--- src/rtl/keypad_scan_fifo_if.sv ---
// keypad_scan_fifo_if: key-event FIFO port toward the CPU,
// valid/ready pop plus fill level and sticky overflow.
interface keypad_scan_fifo_if #(
   parameter int ROWS  = 4,
   parameter int COLS  = 4,
   parameter int DEPTH = 4
) ();
   localparam int KW = $clog2(ROWS * COLS);
   localparam int CW = $clog2(DEPTH) + 1;

   logic          out_valid;
   logic [KW-1:0] out_code;
   logic          out_ready;
   logic [CW-1:0] fifo_count;
   logic          overflow;
   logic          clr_ovf;

   modport master (
      output out_valid,
      output out_code,
      output fifo_count,
      output overflow,
      input  out_ready,
      input  clr_ovf
   );

   modport slave (
      input  out_valid,
      input  out_code,
      input  fifo_count,
      input  overflow,
      output out_ready,
      output clr_ovf
   );
endinterface

--- src/rtl/keypad_scan_fifo.sv ---
// keypad_scan_fifo: matrix keypad scanner with debounce,
// key encoding and a first-word-fall-through event FIFO.
module keypad_scan_fifo #(
   parameter int ROWS     = 4,
   parameter int COLS     = 4,
   parameter int SCAN_DIV = 100000,
   parameter int DEBOUNCE = 8,
   parameter int DEPTH    = 4,
   localparam int KW      = $clog2(ROWS * COLS)
) (
   input  logic            clk,
   input  logic            rst_n,
   input  logic [ROWS-1:0] row,
   output logic [COLS-1:0] col,
   output logic            key_down,
   output logic [KW-1:0]   key_cur,
   keypad_scan_fifo_if.master bus
);
   localparam int DW  = $clog2(SCAN_DIV);
   localparam int CIW = $clog2(COLS);
   localparam int RW  = $clog2(ROWS);
   localparam int DBW = $clog2(DEBOUNCE + 1);
   localparam int AW  = $clog2(DEPTH);
   localparam int PW  = AW + 1;

   typedef enum logic [1:0] {IDLE, SCAN, DEB, HOLD} state_t;

   state_t          state_q;
   logic [DW-1:0]   div_q;
   logic [ROWS-1:0] sync1_q;
   logic [ROWS-1:0] rs_q;
   logic [ROWS-1:0] pat_q;
   logic [CIW-1:0]  c_q;
   logic [DBW-1:0]  dcnt_q;
   logic [DBW-1:0]  qcnt_q;
   logic [COLS-1:0] col_q;
   logic            key_down_q;
   logic [KW-1:0]   key_cur_q;

   logic            tick;
   logic            all1;
   logic            deb_last;
   logic            quiet_last;
   logic            push;
   logic [RW-1:0]   row_idx;
   logic [KW-1:0]   code;

   assign tick       = (div_q == DW'(SCAN_DIV - 1));
   assign all1       = &rs_q;
   assign deb_last   = (int'(dcnt_q) + 1 >= DEBOUNCE);
   assign quiet_last = (int'(qcnt_q) + 1 >= DEBOUNCE);
   assign push       = tick && (state_q == DEB) &&
                       (rs_q == pat_q) && deb_last;

   // Lowest-index low row wins when several rows are pulled.
   always_comb begin
      row_idx = '0;
      for (int i = ROWS - 1; i >= 0; i--) begin
         if (!rs_q[i]) row_idx = RW'(i);
      end
   end

   assign code = KW'(int'(row_idx) * COLS + int'(c_q));

   always_ff @(posedge clk or negedge rst_n) begin
      if (!rst_n) begin
         div_q   <= '0;
         sync1_q <= '1;
         rs_q    <= '1;
      end else begin
         div_q   <= tick ? '0 : div_q + 1'b1;
         sync1_q <= row;
         rs_q    <= sync1_q;
      end
   end

   always_ff @(posedge clk or negedge rst_n) begin
      if (!rst_n) begin
         state_q    <= IDLE;
         c_q        <= '0;
         pat_q      <= '1;
         dcnt_q     <= '0;
         qcnt_q     <= '0;
         col_q      <= '0;
         key_down_q <= 1'b0;
         key_cur_q  <= '0;
      end else if (tick) begin
         unique case (state_q)
            IDLE: begin
               if (!all1) begin
                  c_q     <= '0;
                  col_q   <= ~(COLS'(1));
                  state_q <= SCAN;
               end
            end
            SCAN: begin
               if (!all1) begin
                  pat_q   <= rs_q;
                  dcnt_q  <= DBW'(1);
                  state_q <= DEB;
               end else if (c_q == CIW'(COLS - 1)) begin
                  col_q   <= '0;
                  state_q <= IDLE;
               end else begin
                  c_q   <= c_q + 1'b1;
                  col_q <= ~(COLS'(1) << (c_q + 1'b1));
               end
            end
            DEB: begin
               if (rs_q != pat_q) begin
                  col_q   <= '0;
                  state_q <= IDLE;
               end else if (deb_last) begin
                  key_down_q <= 1'b1;
                  key_cur_q  <= code;
                  qcnt_q     <= '0;
                  state_q    <= HOLD;
               end else begin
                  dcnt_q <= dcnt_q + 1'b1;
               end
            end
            HOLD: begin
               if (!all1) begin
                  qcnt_q <= '0;
               end else if (quiet_last) begin
                  key_down_q <= 1'b0;
                  col_q      <= '0;
                  state_q    <= IDLE;
               end else begin
                  qcnt_q <= qcnt_q + 1'b1;
               end
            end
            default: state_q <= IDLE;
         endcase
      end
   end

   assign col      = col_q;
   assign key_down = key_down_q;
   assign key_cur  = key_cur_q;

   logic [KW-1:0] mem_q [DEPTH];
   logic [PW-1:0] wptr_q;
   logic [PW-1:0] rptr_q;
   logic          ovf_q;
   logic          ovf_d;
   logic [PW-1:0] count;
   logic          full;
   logic          empty;
   logic          pop;
   logic          wr;
   logic          ovf_set;

   assign count   = wptr_q - rptr_q;
   assign full    = (count == PW'(DEPTH));
   assign empty   = (count == '0);
   assign pop     = !empty && bus.out_ready;
   // A pop in the same cycle frees the slot, so a full push still lands.
   assign wr      = push && (!full || pop);
   assign ovf_set = push && full && !pop;
   assign ovf_d   = ovf_set || (ovf_q && !bus.clr_ovf);

   always_ff @(posedge clk or negedge rst_n) begin
      if (!rst_n) begin
         wptr_q <= '0;
         rptr_q <= '0;
         ovf_q  <= 1'b0;
         for (int i = 0; i < DEPTH; i++) mem_q[i] <= '0;
      end else begin
         ovf_q <= ovf_d;
         if (pop) rptr_q <= rptr_q + 1'b1;
         if (wr) begin
            mem_q[wptr_q[AW-1:0]] <= code;
            wptr_q                <= wptr_q + 1'b1;
         end
      end
   end

   assign bus.out_valid  = !empty;
   assign bus.out_code   = empty ? '0 : mem_q[rptr_q[AW-1:0]];
   assign bus.fifo_count = count;
   assign bus.overflow   = ovf_q;
endmodule
--- src/flat_wrapper.sv ---
// flat-port wrapper written by rule: the top's interface ports become plain ports
module keypad_scan_fifo_flat 
#(
   parameter int ROWS     = 4,
   parameter int COLS     = 4,
   parameter int SCAN_DIV = 100000,
   parameter int DEBOUNCE = 8,
   parameter int DEPTH    = 4,
   localparam int KW      = $clog2(ROWS * COLS)
)
  (clk, rst_n, row, col, key_down, key_cur, bus_out_valid, bus_out_code, bus_fifo_count, bus_overflow, bus_out_ready, bus_clr_ovf);
  keypad_scan_fifo_if #(.ROWS(ROWS), .COLS(COLS), .DEPTH(DEPTH)) bus_i ();
  input  logic clk;
  input  logic rst_n;
  input  logic [ROWS-1:0] row;
  output logic [COLS-1:0] col;
  output logic key_down;
  output logic [KW-1:0] key_cur;
  output wire logic [$bits(bus_i.out_valid)-1:0] bus_out_valid;
  output wire logic [$bits(bus_i.out_code)-1:0] bus_out_code;
  output wire logic [$bits(bus_i.fifo_count)-1:0] bus_fifo_count;
  output wire logic [$bits(bus_i.overflow)-1:0] bus_overflow;
  input wire logic [$bits(bus_i.out_ready)-1:0] bus_out_ready;
  input wire logic [$bits(bus_i.clr_ovf)-1:0] bus_clr_ovf;
  assign bus_out_valid = bus_i.out_valid;
  assign bus_out_code = bus_i.out_code;
  assign bus_fifo_count = bus_i.fifo_count;
  assign bus_overflow = bus_i.overflow;
  assign bus_i.out_ready = bus_out_ready;
  assign bus_i.clr_ovf = bus_clr_ovf;
  keypad_scan_fifo #(.ROWS(ROWS), .COLS(COLS), .SCAN_DIV(SCAN_DIV), .DEBOUNCE(DEBOUNCE), .DEPTH(DEPTH)) u_core (.clk(clk), .rst_n(rst_n), .row(row), .col(col), .key_down(key_down), .key_cur(key_cur), .bus(bus_i));
endmodule
--- config.mk ---
export PLATFORM = sky130hd
export DESIGN_NAME = keypad_scan_fifo_flat
export DESIGN_NICKNAME = d
export VERILOG_FILES = /design/src/rtl/keypad_scan_fifo_if.sv /design/src/rtl/keypad_scan_fifo.sv /design/src/flat_wrapper.sv
export SDC_FILE = /design/constraint.sdc
export NUM_CORES = 1
export LEC_CHECK = 0
export ABC_CLOCK_PERIOD_IN_PS = 4460
export CORE_MARGIN = 2
export CORE_UTILIZATION = 25
export CTS_BUF_LIST = sky130_fd_sc_hd__clkbuf_4
export DETAILED_ROUTE_END_ITERATION = 8
export PLACE_DENSITY = 0.47
export SYNTH_ARGS = -nofsm -noshare
export SYNTH_HDL_FRONTEND = slang
export SYNTH_SLANG_ARGS = --single-unit
--- constraint.sdc ---
create_clock -name clk -period 4.46 [get_ports clk]
set_input_delay 0.669 -clock clk [delete_from_list [all_inputs] [get_ports clk]]
set_output_delay 0.669 -clock clk [all_outputs]
set_load 0.01 [all_outputs]
==> flow_summary.json <==
{
  "syn2layout_area_growth_pct": 17.16,
  "drv_slew": 0,
  "die_h_um": 125.0,
  "leakage_uw": 0.001914,
  "syn-cell-area_mm2": 0.003660,
  "crit_type": "reg2out",
  "grt_pass1_wl_um": 12300,
  "wl_per_cell_um": 13.68,
  "crit_required_ns": 3.79,
  "drv_cap": 0,
  "drive_above_1_share_pct": 18.70,
  "drc": 0,
  "avgSynthCellArea_um2": 11.44,
  "clkSinkCount": 73,
  "worstSetupEndpointType": "output pin",
  "die_x_um": 125.0,
  "yosysSeqAreaShare_pct": 50.32,
  "port_buffers": 25,
  "clockRootBuffer": "clkbuf_4",
  "slew_headroom_pct": 38.73,
  "tns_ns": 0,
  "via_per_inst": 4.565,
  "start_util_pct": 25.37,
  "worstPathMaxFanout": 7,
  "clk_pin_slew_worst_paths_ns": 0.13,
  "status": "finished clean",
  "cts_hold_repair.buffers": 0,
  "cts_resized": 0,
  "worstSetupStartpointType": "register",
  "grt_pass1_vias": 2414,
  "core_area_mm2": 0.01442,
  "cp_slowest_cell": "dfrtp_1",
  "worst_slack_ns": 0.8829,
  "vias": 2456,
  "yosys_warnings": 0,
  "async_reset_ff_share_pct": 100.0,
  "dp.cells": 521,
  "gr-total-overflow": 0,
  "post-route-util_pct": 29.73,
  "drtPass1Iterations": 6,
  "h-tree-depth": 3,
  "worstPathCellList": "ha_1, fa_1, xnor2_1, xnor2_1, or2_2, and2_1, clkdlybuf4s50_1",
  "drt_wl_total_um": 7360,
  "synth_flop_cell": "dfrtp_1",
  "slowest_delay_ns": 0.52,
  "dp_slack_ns": 1.352,
  "min_path_type": "in2async",
  "worst_slew_pin_slew_ns": 0.9191,
  "syn_nets": 345,
  "crit_arrival_ns": 2.91,
  "ioPinCount": 26,
  "skew_ns": 0.02089,
  "dieArea_mm2": 0.01562,
  "clock_path_buffers": 2,
  "powerDensity_mw_per_mm2": 286.2,
  "gp_congestion": 0.7545,
  "layout.nets": 373,
  "cpMostUsedCell": "xnor2_1",
  "rsz0062_at_grt": "false",
  "setup_viol": 0,
  "clk-insertion-delay-late_ns": 0.45,
  "drt_iter0_drc": 155,
  "antenna_left": 0,
  "cts_setup_buffers": 0,
  "postSynthCellCount": 320,
  "grt_start_max_net_pins": 74,
  "synth.distinct_cells": 43,
  "hold_viol_final": 0,
  "dp_hpwl_um": 5142,
  "cts_buffers": 9,
  "fin_cells": 538,
  "finalCriticalPeriod_ns": 3.577,
  "postSynthRegisterBits": 73,
  "ir_worst_vdd_mv": 0.1505,
  "fin_crit_sh_pct": 80.20,
  "cts_tree": "built",
  "antenna_found_initial": 1,
  "synth_edf_count": 0,
  "max_freq_mhz": 279.6,
  "nFillCells": 1498,
  "grt_usage_pct": 9.919,
  "num_rows": 44
}
kinds of logic (layout without fill, tap and decap cells):
| group | Yosys count | count (layout) | share of synthesized area (%) |
|---|---|---|---|
| simple gates | 113 | 113 | 18.12 |
| other cells | 0 | 1 | 0 |
| fa+ha+maj | 17 | 17 | 6.017 |
| mux | 37 | 37 | 12.31 |
| buf+inv | 24 | 57 | 2.564 |
| xor+xnor | 23 | 23 | 5.504 |
| compound gates | 33 | 33 | 5.162 |
| flops | 73 | 73 | 50.32 |
power breakdown:
group          internal (µW)  switching, µW  leakage (µW)
Sequential               669           3.23      0.000943
Combinational           7.69           17.8      0.000875
Clock                    287            242     0.0000957
Total                    964            263       0.00191
worst paths after layout:
check,from,to,slack (ns),cells past startpoint
setup / recovery,u_core.rptr_q[0]$_DFFE_PN0P_,bus_out_code[1],0.88,7
hold / removal,rst_n,u_core.qcnt_q[2]$_DFFE_PN0P_,0.34,1
setup reg to reg,u_core.rptr_q[0]$_DFFE_PN0P_,u_core.mem_q[1]$_DFFE_PN0P_,1.80,7
hold reg to reg,u_core.sync1_q[3]$_DFF_PN1_,u_core.rs_q[3]$_DFF_PN1_,0.36,0
max in group asynchronous,rst_n,u_core.mem_q[11]$_DFFE_PN0P_,3.52,1
min in group clk,u_core.sync1_q[3]$_DFF_PN1_,u_core.rs_q[3]$_DFF_PN1_,0.36,0
critical path: cells and delay by family (launching register included):
kind | cells | cell delay (ns)
buf+inv | 1 | 0.47
flops | 1 | 0.52
xor+xnor | 2 | 0.30
simple gates | 2 | 0.52
fa+ha+maj | 2 | 0.65
sequential cells by signal (all words and copies together) (netlist names), 2 cells and up:
register        flops
u_core.wptr_q       3
u_core.qcnt_q       4
u_core.rs_q         4
u_core.rptr_q       3
u_core.div_q       17
u_core.col          4
u_core.key_cur      4
u_core.pat_q        4
u_core.dcnt_q       4
u_core.sync1_q      4
u_core.c_q          2
u_core.state_q      2
u_core.mem_q       16
stage by stage:
stage	power (µW)	cell area, µm²	hold WS (ns)
after floorplan	689.0	3660	0.3452
final	1227	4288	0.3423
after global routing	1286	4288	0.3670
after detailed placement	711.6	4104	0.3472
after CTS	1251	4285	0.3653
after global placement	711.2	4104	0.3452
synth_stat cells (7+ instances only):
cell     count  area, µm²
nand3_1     11      55.05
xor2_1       7      61.31
mux2i_1      9      90.09
o21ai_0     13      65.06
xnor2_1     16      140.1
and2_1       7      43.79
dfrtp_1     61       1526
nand2_1     31      116.4
ha_1        16      200.2
mux2_2      24      270.3
dfstp_2     12      315.3
a21oi_1     10      50.05
nand4_1      7      43.79
inv_1       16      60.06
nor2_1      20      75.07
layout make-up:
type                       instances  area (µm²)  area share [%]
tap                              184       230.2           5.369
timing repair buffer              25       247.7           5.778
sequential                        73        1842           42.95
inverter                          16       60.06           1.401
clock buffer                      10       75.07           1.751
multi-input combinational        223        1724           40.21
antenna                            1       2.502         0.05836
clock inverter                     6       106.4           2.480
cells in the final DEF (no fill, tap or decap), types with 2 or more instances in the layout:
cell,Yosys,layout
dfrtp_1,61,61
o31ai_1,2,2
nor2b_1,2,2
a31oi_1,2,2
nand3_2,4,4
dfstp_2,12,12
nand4_1,7,7
o21ai_0,13,13
clkinv_1,0,2
and4bb_2,3,3
xor2_1,7,7
ha_1,16,16
clkbuf_4,0,10
xnor2_1,16,16
and4_1,6,6
nand4b_1,2,2
and2_1,7,7
nand3_1,11,11
mux4_2,4,4
mux2_2,24,24
nor3_1,2,2
nand2b_1,4,4
nor3b_1,2,2
nor2_1,20,20
a21oi_1,10,10
o211ai_1,3,3
mux2i_1,9,9
clkdlybuf4s50_1,0,24
inv_1,16,16
nand2_1,31,31
bufinv_16,0,3
and3_1,4,4
per-layer routing:
metal / routed length, µm / GRT usage (%)
met3: 220 / 2.653
met4: 150 / 5.425
met2: 3247 / 14.32
met1: 3742 / 13.52
met5: 0 / 0
Power figures use the tool's default switching activity.
